<file path="config.mk">
export PLATFORM = sky130hd
export DESIGN_NAME = memory_arbiter
export DESIGN_NICKNAME = d
export VERILOG_FILES = /design/src/rtl/memory_arbiter.sv
export SDC_FILE = /design/constraint.sdc
export NUM_CORES = 1
export LEC_CHECK = 0
export BUFFER_PORTS_ARGS = -buffer_cell sky130_fd_sc_hd__buf_4
export CORE_ASPECT_RATIO = 1.2
export CORE_UTILIZATION = 46
export CTS_CLUSTER_DIAMETER = 60
export CTS_CLUSTER_SIZE = 14
export DETAILED_ROUTE_END_ITERATION = 10
export GPL_TIMING_DRIVEN = 0
export PLACE_DENSITY = 0.81
export SYNTH_ARGS = -nofsm -noshare
export SYNTH_HDL_FRONTEND = slang
export SYNTH_SLANG_ARGS = --single-unit
</file>
<file path="constraint.sdc">
create_clock -name CLK -period 2.7 [get_ports CLK]
set_clock_uncertainty 0.2 [all_clocks]
set_input_delay 0.27 -clock CLK [delete_from_list [all_inputs] [get_ports CLK]]
set_output_delay 0.27 -clock CLK [all_outputs]
set_load 0.02 [all_outputs]
</file>
<file path="src/rtl/memory_arbiter.sv">
// -----------------------------------------------------------------------------
// memory_arbiter
//
// Arbitrates the single shared RAM port between instruction fetch (imem*) and
// data access (dmem*) requests. Accesses are serialised through a four-state
// FSM (IDLE -> IACC/DACC -> DONE -> IDLE). Data requests win over instruction
// requests. Completion is reported with one-cycle ihit/dhit pulses, and load
// data is held in registers until the next completed read for that port.
//
// Optional feature (compile-time macro MEM_ARB_STARVE_EN):
//   When defined, a saturating counter tracks consecutive data grants made
//   while an instruction request waits. Once it reaches STARVE_MAX, the next
//   IDLE arbitration grants the instruction side. When undefined, arbitration
//   uses strict data priority and no counter exists.
//
// Parameters:
//   WORD_W      data/address width
//   STARVE_MAX  data grants tolerated while an instruction request waits
//               (MEM_ARB_STARVE_EN only)
//
// Ports:
//   CLK, nRST            clock, synchronous active-low reset
//   imemREN, imemaddr    instruction read request / address (held until ihit)
//   imemload, ihit       registered instruction data / completion pulse
//   dmemREN, dmemWEN     data read / write request (held until dhit)
//   dmemaddr, dmemstore  data address / write data
//   dmemload, dhit       registered read data / completion pulse
//   halt                 blocks new instruction grants
//   ramREN, ramWEN       RAM read / write strobes
//   ramaddr, ramstore    RAM address / write data
//   ramload, ram_ready   RAM read data / access-complete indication
// -----------------------------------------------------------------------------
module memory_arbiter #(
   parameter int WORD_W     = 32,
   parameter int STARVE_MAX = 4
) (
   input  logic              CLK,
   input  logic              nRST,
   input  logic              imemREN,
   input  logic [WORD_W-1:0] imemaddr,
   output logic [WORD_W-1:0] imemload,
   output logic              ihit,
   input  logic              dmemREN,
   input  logic              dmemWEN,
   input  logic [WORD_W-1:0] dmemaddr,
   input  logic [WORD_W-1:0] dmemstore,
   output logic [WORD_W-1:0] dmemload,
   output logic              dhit,
   input  logic              halt,
   output logic              ramREN,
   output logic              ramWEN,
   output logic [WORD_W-1:0] ramaddr,
   output logic [WORD_W-1:0] ramstore,
   input  logic [WORD_W-1:0] ramload,
   input  logic              ram_ready
);

   typedef enum logic [1:0] {IDLE, IACC, DACC, DONE} state_t;
   typedef enum logic {OWN_I, OWN_D} owner_t;

   state_t            state_q;
   owner_t            owner_q;
   logic              wr_q;
   logic              ren_q;
   logic              wen_q;
   logic [WORD_W-1:0] addr_q;
   logic [WORD_W-1:0] store_q;
   logic [WORD_W-1:0] iload_q;
   logic [WORD_W-1:0] dload_q;

   logic d_req;
   logic i_req;
   logic grant_i;
   logic grant_d;

   assign d_req = dmemREN | dmemWEN;
   assign i_req = imemREN & ~halt;

`ifdef MEM_ARB_STARVE_EN
   localparam int CNT_W = (STARVE_MAX < 1) ? 1 : $clog2(STARVE_MAX + 1);

   logic [CNT_W-1:0] starve_q;
   logic [CNT_W-1:0] starve_d;
   logic             starved;

   assign starved = (starve_q == CNT_W'(STARVE_MAX));
   // A starved instruction request overrides data priority for one grant.
   assign grant_i = i_req & (~d_req | starved);

   always_comb begin
      starve_d = starve_q;
      if (state_q == IDLE) begin
         if (grant_i) begin
            starve_d = '0;
         end else if (grant_d && i_req && !starved) begin
            starve_d = starve_q + CNT_W'(1);
         end
      end
   end

   always_ff @(posedge CLK) begin
      if (!nRST) begin
         starve_q <= '0;
      end else begin
         starve_q <= starve_d;
      end
   end
`else
   assign grant_i = i_req & ~d_req;
`endif

   assign grant_d = d_req & ~grant_i;

   always_ff @(posedge CLK) begin
      if (!nRST) begin
         state_q <= IDLE;
         owner_q <= OWN_I;
         wr_q    <= 1'b0;
         ren_q   <= 1'b0;
         wen_q   <= 1'b0;
         addr_q  <= '0;
         store_q <= '0;
         iload_q <= '0;
         dload_q <= '0;
      end else begin
         case (state_q)
            IDLE: begin
               if (grant_d) begin
                  // REN and WEN together are treated as a write.
                  state_q <= DACC;
                  owner_q <= OWN_D;
                  wr_q    <= dmemWEN;
                  ren_q   <= ~dmemWEN;
                  wen_q   <= dmemWEN;
                  addr_q  <= dmemaddr;
                  store_q <= dmemstore;
               end else if (grant_i) begin
                  state_q <= IACC;
                  owner_q <= OWN_I;
                  wr_q    <= 1'b0;
                  ren_q   <= 1'b1;
                  wen_q   <= 1'b0;
                  addr_q  <= imemaddr;
               end
            end
            IACC, DACC: begin
               // Accesses run to completion even if the request is withdrawn.
               if (ram_ready) begin
                  state_q <= DONE;
                  ren_q   <= 1'b0;
                  wen_q   <= 1'b0;
                  if (!wr_q) begin
                     if (owner_q == OWN_I) begin
                        iload_q <= ramload;
                     end else begin
                        dload_q <= ramload;
                     end
                  end
               end
            end
            DONE: begin
               state_q <= IDLE;
            end
            default: begin
               state_q <= IDLE;
            end
         endcase
      end
   end

   // The hit is gated by the live request so a fetch withdrawn during the
   // access (a flush) completes on the RAM without reporting a hit.
   assign ihit = (state_q == DONE) && (owner_q == OWN_I) && imemREN;
   assign dhit = (state_q == DONE) && (owner_q == OWN_D) && d_req;

   assign ramREN   = ren_q;
   assign ramWEN   = wen_q;
   assign ramaddr  = addr_q;
   assign ramstore = store_q;
   assign imemload = iload_q;
   assign dmemload = dload_q;

endmodule
</file>
# ---- After elaboration in Yosys (flattened, before gate mapping)
# Index checks and enable logic that the tools add are counted.
dict set report totals {
  reg_bits 134
  in_bits 135
  out_inout_bits 132
}
dict set report classes {
  eq_ne 5
  mux 14
  n_bitwise 10
  reduce_logical 14
}
# cell count
set ops {}
lappend ops {{2-to-1 mux 32 bit} 2}
lappend ops {{AND reduction 4 bit} 2}
lappend ops {{2-to-1 mux 1 bit} 6}
lappend ops {{2-to-1 mux 2 bit} 3}
lappend ops {{NOT 1 bit} 6}
lappend ops {{one-hot mux 2 bit (3 select lines)} 1}
lappend ops {{AND reduction 2 bit} 3}
lappend ops {{== test 2 bit, second input constant} 2}
lappend ops {{logical AND 1 bit} 4}
lappend ops {{one-hot mux 1 bit (2 select lines)} 2}
lappend ops {{nonzero test 2 bit} 2}
lappend ops {{AND 1 bit} 3}
lappend ops {{!= test 3 bit, second input constant} 1}
lappend ops {{AND reduction 3 bit} 1}
lappend ops {{== test 2 x 1 -> 1 bit, second input constant} 1}
lappend ops {{logical NOT 2 bit} 1}
lappend ops {{!= test 2 bit, second input constant} 1}
lappend ops {{OR reduction 2 bit} 1}
lappend ops {{bitwise OR 1 bit} 1}

# ---- Longest topological paths before layout
dict set report depth {
  ltp_word 7
  mapped_depth 8
  depth_no_buf 6
}

# ---- Worst setup path after synthesis
# OpenSTA, ideal clock, no wires.
dict set report synth_path {
  path_kind {flip-flop to flip-flop}
  from {register state_q[0]}
  to {register iload_q[10], in the netlist imemload[10]}
  t_arrival_ns 1.559
  setup_slack_ns 0.808
  path_stages_with_launch 9
  path_buffers 2
  cell_sequence {dfxtp_1 -> inv_1 -> ha_1 -> nand2_1 -> or3_1 -> buf_2 -> buf_6 -> nand2_1 -> a21oi_1}
}
dict set report synth_via {
  elab_chain_cells 3
  elab_cells_between_ends 4
  classes_between {eq/ne: 2; reduce/logical: 2}
}
# item line_no
set synth_rtl {}
lappend synth_rtl {{from (decl)} 61} ;# state_t state_q;
lappend synth_rtl {{from (signal assigned)} 116} ;# state_q <= IDLE;
lappend synth_rtl {{from (signal assigned)} 130} ;# state_q <= DACC;
lappend synth_rtl {{from (signal assigned)} 138} ;# state_q <= IACC;
lappend synth_rtl {{== test 2 x 1 -> 1 bit / == test 2 bit (equally long branches)} 126} ;# case (state_q)
lappend synth_rtl {{OR reduction 2 bit *} 126}
lappend synth_rtl {{AND reduction 4 bit (no line) *} --}
lappend synth_rtl {{to (signal assigned)} 154} ;# iload_q <= ramload;
lappend synth_rtl {{to (decl)} 68} ;# logic [WORD_W-1:0] iload_q;
# Every way passes the cells marked *; elsewhere a longest branch is shown, timed or not.
# A chain may end at the register's enable or synchronous reset.

# ---- Final worst setup path
dict set report layout_path {
  from {register state_q[1]}
  to {register dload_q[8], in the netlist dmemload[8]}
}
dict set report layout_via {
  elab_chain_cells 3
  elab_cells_between_ends 4
  classes_between {eq/ne: 2; reduce/logical: 2}
}
# item line_no
set layout_rtl {}
lappend layout_rtl {{== test 2 x 1 -> 1 bit / == test 2 bit (equally long branches)} 126}
lappend layout_rtl {{OR reduction 2 bit *} 126}
lappend layout_rtl {{AND reduction 4 bit (no line) *} --}
lappend layout_rtl {{to (signal assigned)} 156} ;# dload_q <= ramload;
lappend layout_rtl {{to (decl)} 69} ;# logic [WORD_W-1:0] dload_q;
# Marked as above.

==> results.toml <==
[clocking]
cts.sinks = 134
clock_path_buffers = 2
clock_latency_ns = 0.40
post-cts-setup-buffer-count = 0
cts_resized = 0
htreeDepth = 4
clkTransAtPathRegs_ns = 0.06
numCtsBuffers = 17
cts_hold_buf = 70
cts_root_buffer = "clkbuf_16"
cts_tree = "yes"

[timing]
fin_crit_sh = 0.825
fmax_mhz = 449
timing.final.hold_violations = 0
rsz0062_at_grt = "false"
setup_viol_count_final = 0
layout_setup_ws_ns = 0.471
min_period_ns = 2.23
slew-limit-headroom = 0.578
setup_tns_ns = 0
drv_slew = 0
tightest_slew_ns = 0.632

[global_route]
grt_util_all_layers = 0.314
antenna_found_initial = 0
grt_max_degree = 17
grt_pass1_vias = 6098
grt_pass1_wl_mm = 29.2
overflow = 0

[route]
via_per_inst = 5.14
drt_drc_violations_left = 0
routedWlPerCell_um = 15.8
drt-pass1-iter-count = 5
antenna_left = 0
first_iter_violations = 267
via_count = 6003
drt_wl_total_mm = 18.5

[floorplanning]
die-width_um = 99.9
ioPinCount = 267
start_util = 0.477
dieArea_um2 = 11900
fp.dieH_um = 119
coreArea_um2 = 11100
rows = 42

[synthesis]
syn_inst = 648
ys_seq_elements = 134
syn_nets = 786
yosysWarnings = 0
ys_types = 28
syn_area_per_cell_um2 = 8.16
synth_area_um2 = 5290
yosysSeqAreaShare = 0.508

[layout]
finalCoreUtilization = 0.792
syn2layout_area_growth_pct = 66.1
final_cell_area_um2 = 8780
layout_commonest_cell = "buf_4"
layout.nets = 1140
diodes = 0
layout_common_cells = "266 x buf_4, 231 x nand2_1, 134 x dfxtp_1"
multi_input_area_um2 = 2330
final_layout_size_suffix_gt1_frac = 0.319
fillers = 772
seq_area_um2 = 2680

[placed_design]
gp_congestion = 0.779
dpl.hpwl_mm = 12.1
port_buffers = 265
place_area_um2 = 7470
post-place-ws_ns = 0.501

[flow_run]
timing.max_cap.violations = 0

[worst_hold_path]
hp-class = "primary input to flop"

[worst_setup_path]
slowest_stage = "nor3b_2"
critical_path_class = "flop to flop"
worstPathRequired_ns = 2.83
cp_data_arrival_time_ns = 2.36
critical_path.max_stage_delay_ns = 0.39
path_max_fanout = 10
cpMostUsedCell = "nand2_1"
worst_setup_path_end_kind = "flop"
crit_chain = "inv_1, ha_1, nand2_1, nor3b_2, buf_2, nand2_1, a21boi_1"
start_kind = "flop"
r2r_setup_slack_ns = 0.47

[power_and_ir_drop]
total_leakage_power_nw = 4.12
vdd_drop_max_mv = 0.508
power_density_nw_per_um2 = 927

[outcome]
status = "finished, final reports clean"
## sequential cells by signal (all words and copies together), names as in the netlist
register	count
dmemload	32
ramWEN	1
owner_q	1
ramREN	1
state_q	2
ramaddr	32
ramstore	32
wr_q	1
imemload	32
## cell type report
class | count | share of cell area
plain buffers | 52 | 0.0281
inverters | 6 | 0.00257
repair buffers | 335 | 0.306
clock buffers | 20 | 0.0520
multi-input cells | 456 | 0.266
well taps | 154 | 0.0220
flip-flops and latches | 134 | 0.306
clock inverters | 12 | 0.0174
## logic make-up after synthesis
| logic type | count (synthesis) | share of synthesized area |
|---|---|---|
| fa+ha+maj | 3 | 0.00710 |
| mux | 1 | 0.00189 |
| compound gates | 173 | 0.219 |
| buf+inv | 58 | 0.0509 |
| simple gates | 279 | 0.213 |
| flops | 134 | 0.508 |
## cell usage after synthesis, drive strengths merged
cell type	n	area (µm²)
a21oi	55	275
ha	3	37.5
nand4b	1	8.76
buf	24	141
nor3	1	10.0
nand3	33	165
nor2b	2	12.5
clkbuf	28	105
dfxtp	134	2680
a311oi	1	8.76
nor3b	1	12.5
a21boi	45	338
inv	6	22.5
a211oi	1	7.51
o211a	32	320
o2111ai	1	8.76
mux2i	1	10.0
a32oi	1	16.3
nand2	231	867
or3	1	6.26
o21ai	37	185
nor2	5	18.8
nand2b	4	25.0
## routing by layer
layer / routed length [µm] / track usage
met5: 0 / 0
met4: 649 / 0.151
met3: 1440 / 0.0974
met2: 9720 / 0.571
met1: 6710 / 0.321
## power breakdown
| group | switching, mW | internal (mW) |
|---|---|---|
| clock | 0.851 | 1.50 |
| sequential | 0.267 | 2.44 |
| combinational | 1.80 | 1.28 |
| total | 2.92 | 5.21 |
## worst max-delay path, delay by kind of cell, from the launching register on
family	cells	cell delay, ns
flops	1	0.36
compound gates	1	0.16
fa+ha+maj	1	0.38
buf+inv	2	0.39
simple gates	3	0.67
## final timing paths
path | end | startpoint | cells past startpoint
setup / recovery | dmemload[8]$_SDFFE_PN0P_ | state_q[1]$_SDFFE_PN0P_ | 7
hold / removal | ramaddr[0]$_SDFFE_PN0P_ | imemaddr[0] | 4
setup reg to reg | dmemload[8]$_SDFFE_PN0P_ | state_q[1]$_SDFFE_PN0P_ | 7
hold reg to reg | imemload[12]$_SDFFE_PN0P_ | imemload[12]$_SDFFE_PN0P_ | 2
## metrics by stage
stage	hold WS (ns)	instances	total power, mW
floorplan	0.205	648	4.44
global placement	0.242	1067	5.62
detailed placement	0.245	1067	5.66
CTS	0.000141	1169	8.10
global route	0.0162	1169	8.56
finish	0.00813	1169	8.13
Note: power is estimated with default switching activity, not from simulation.
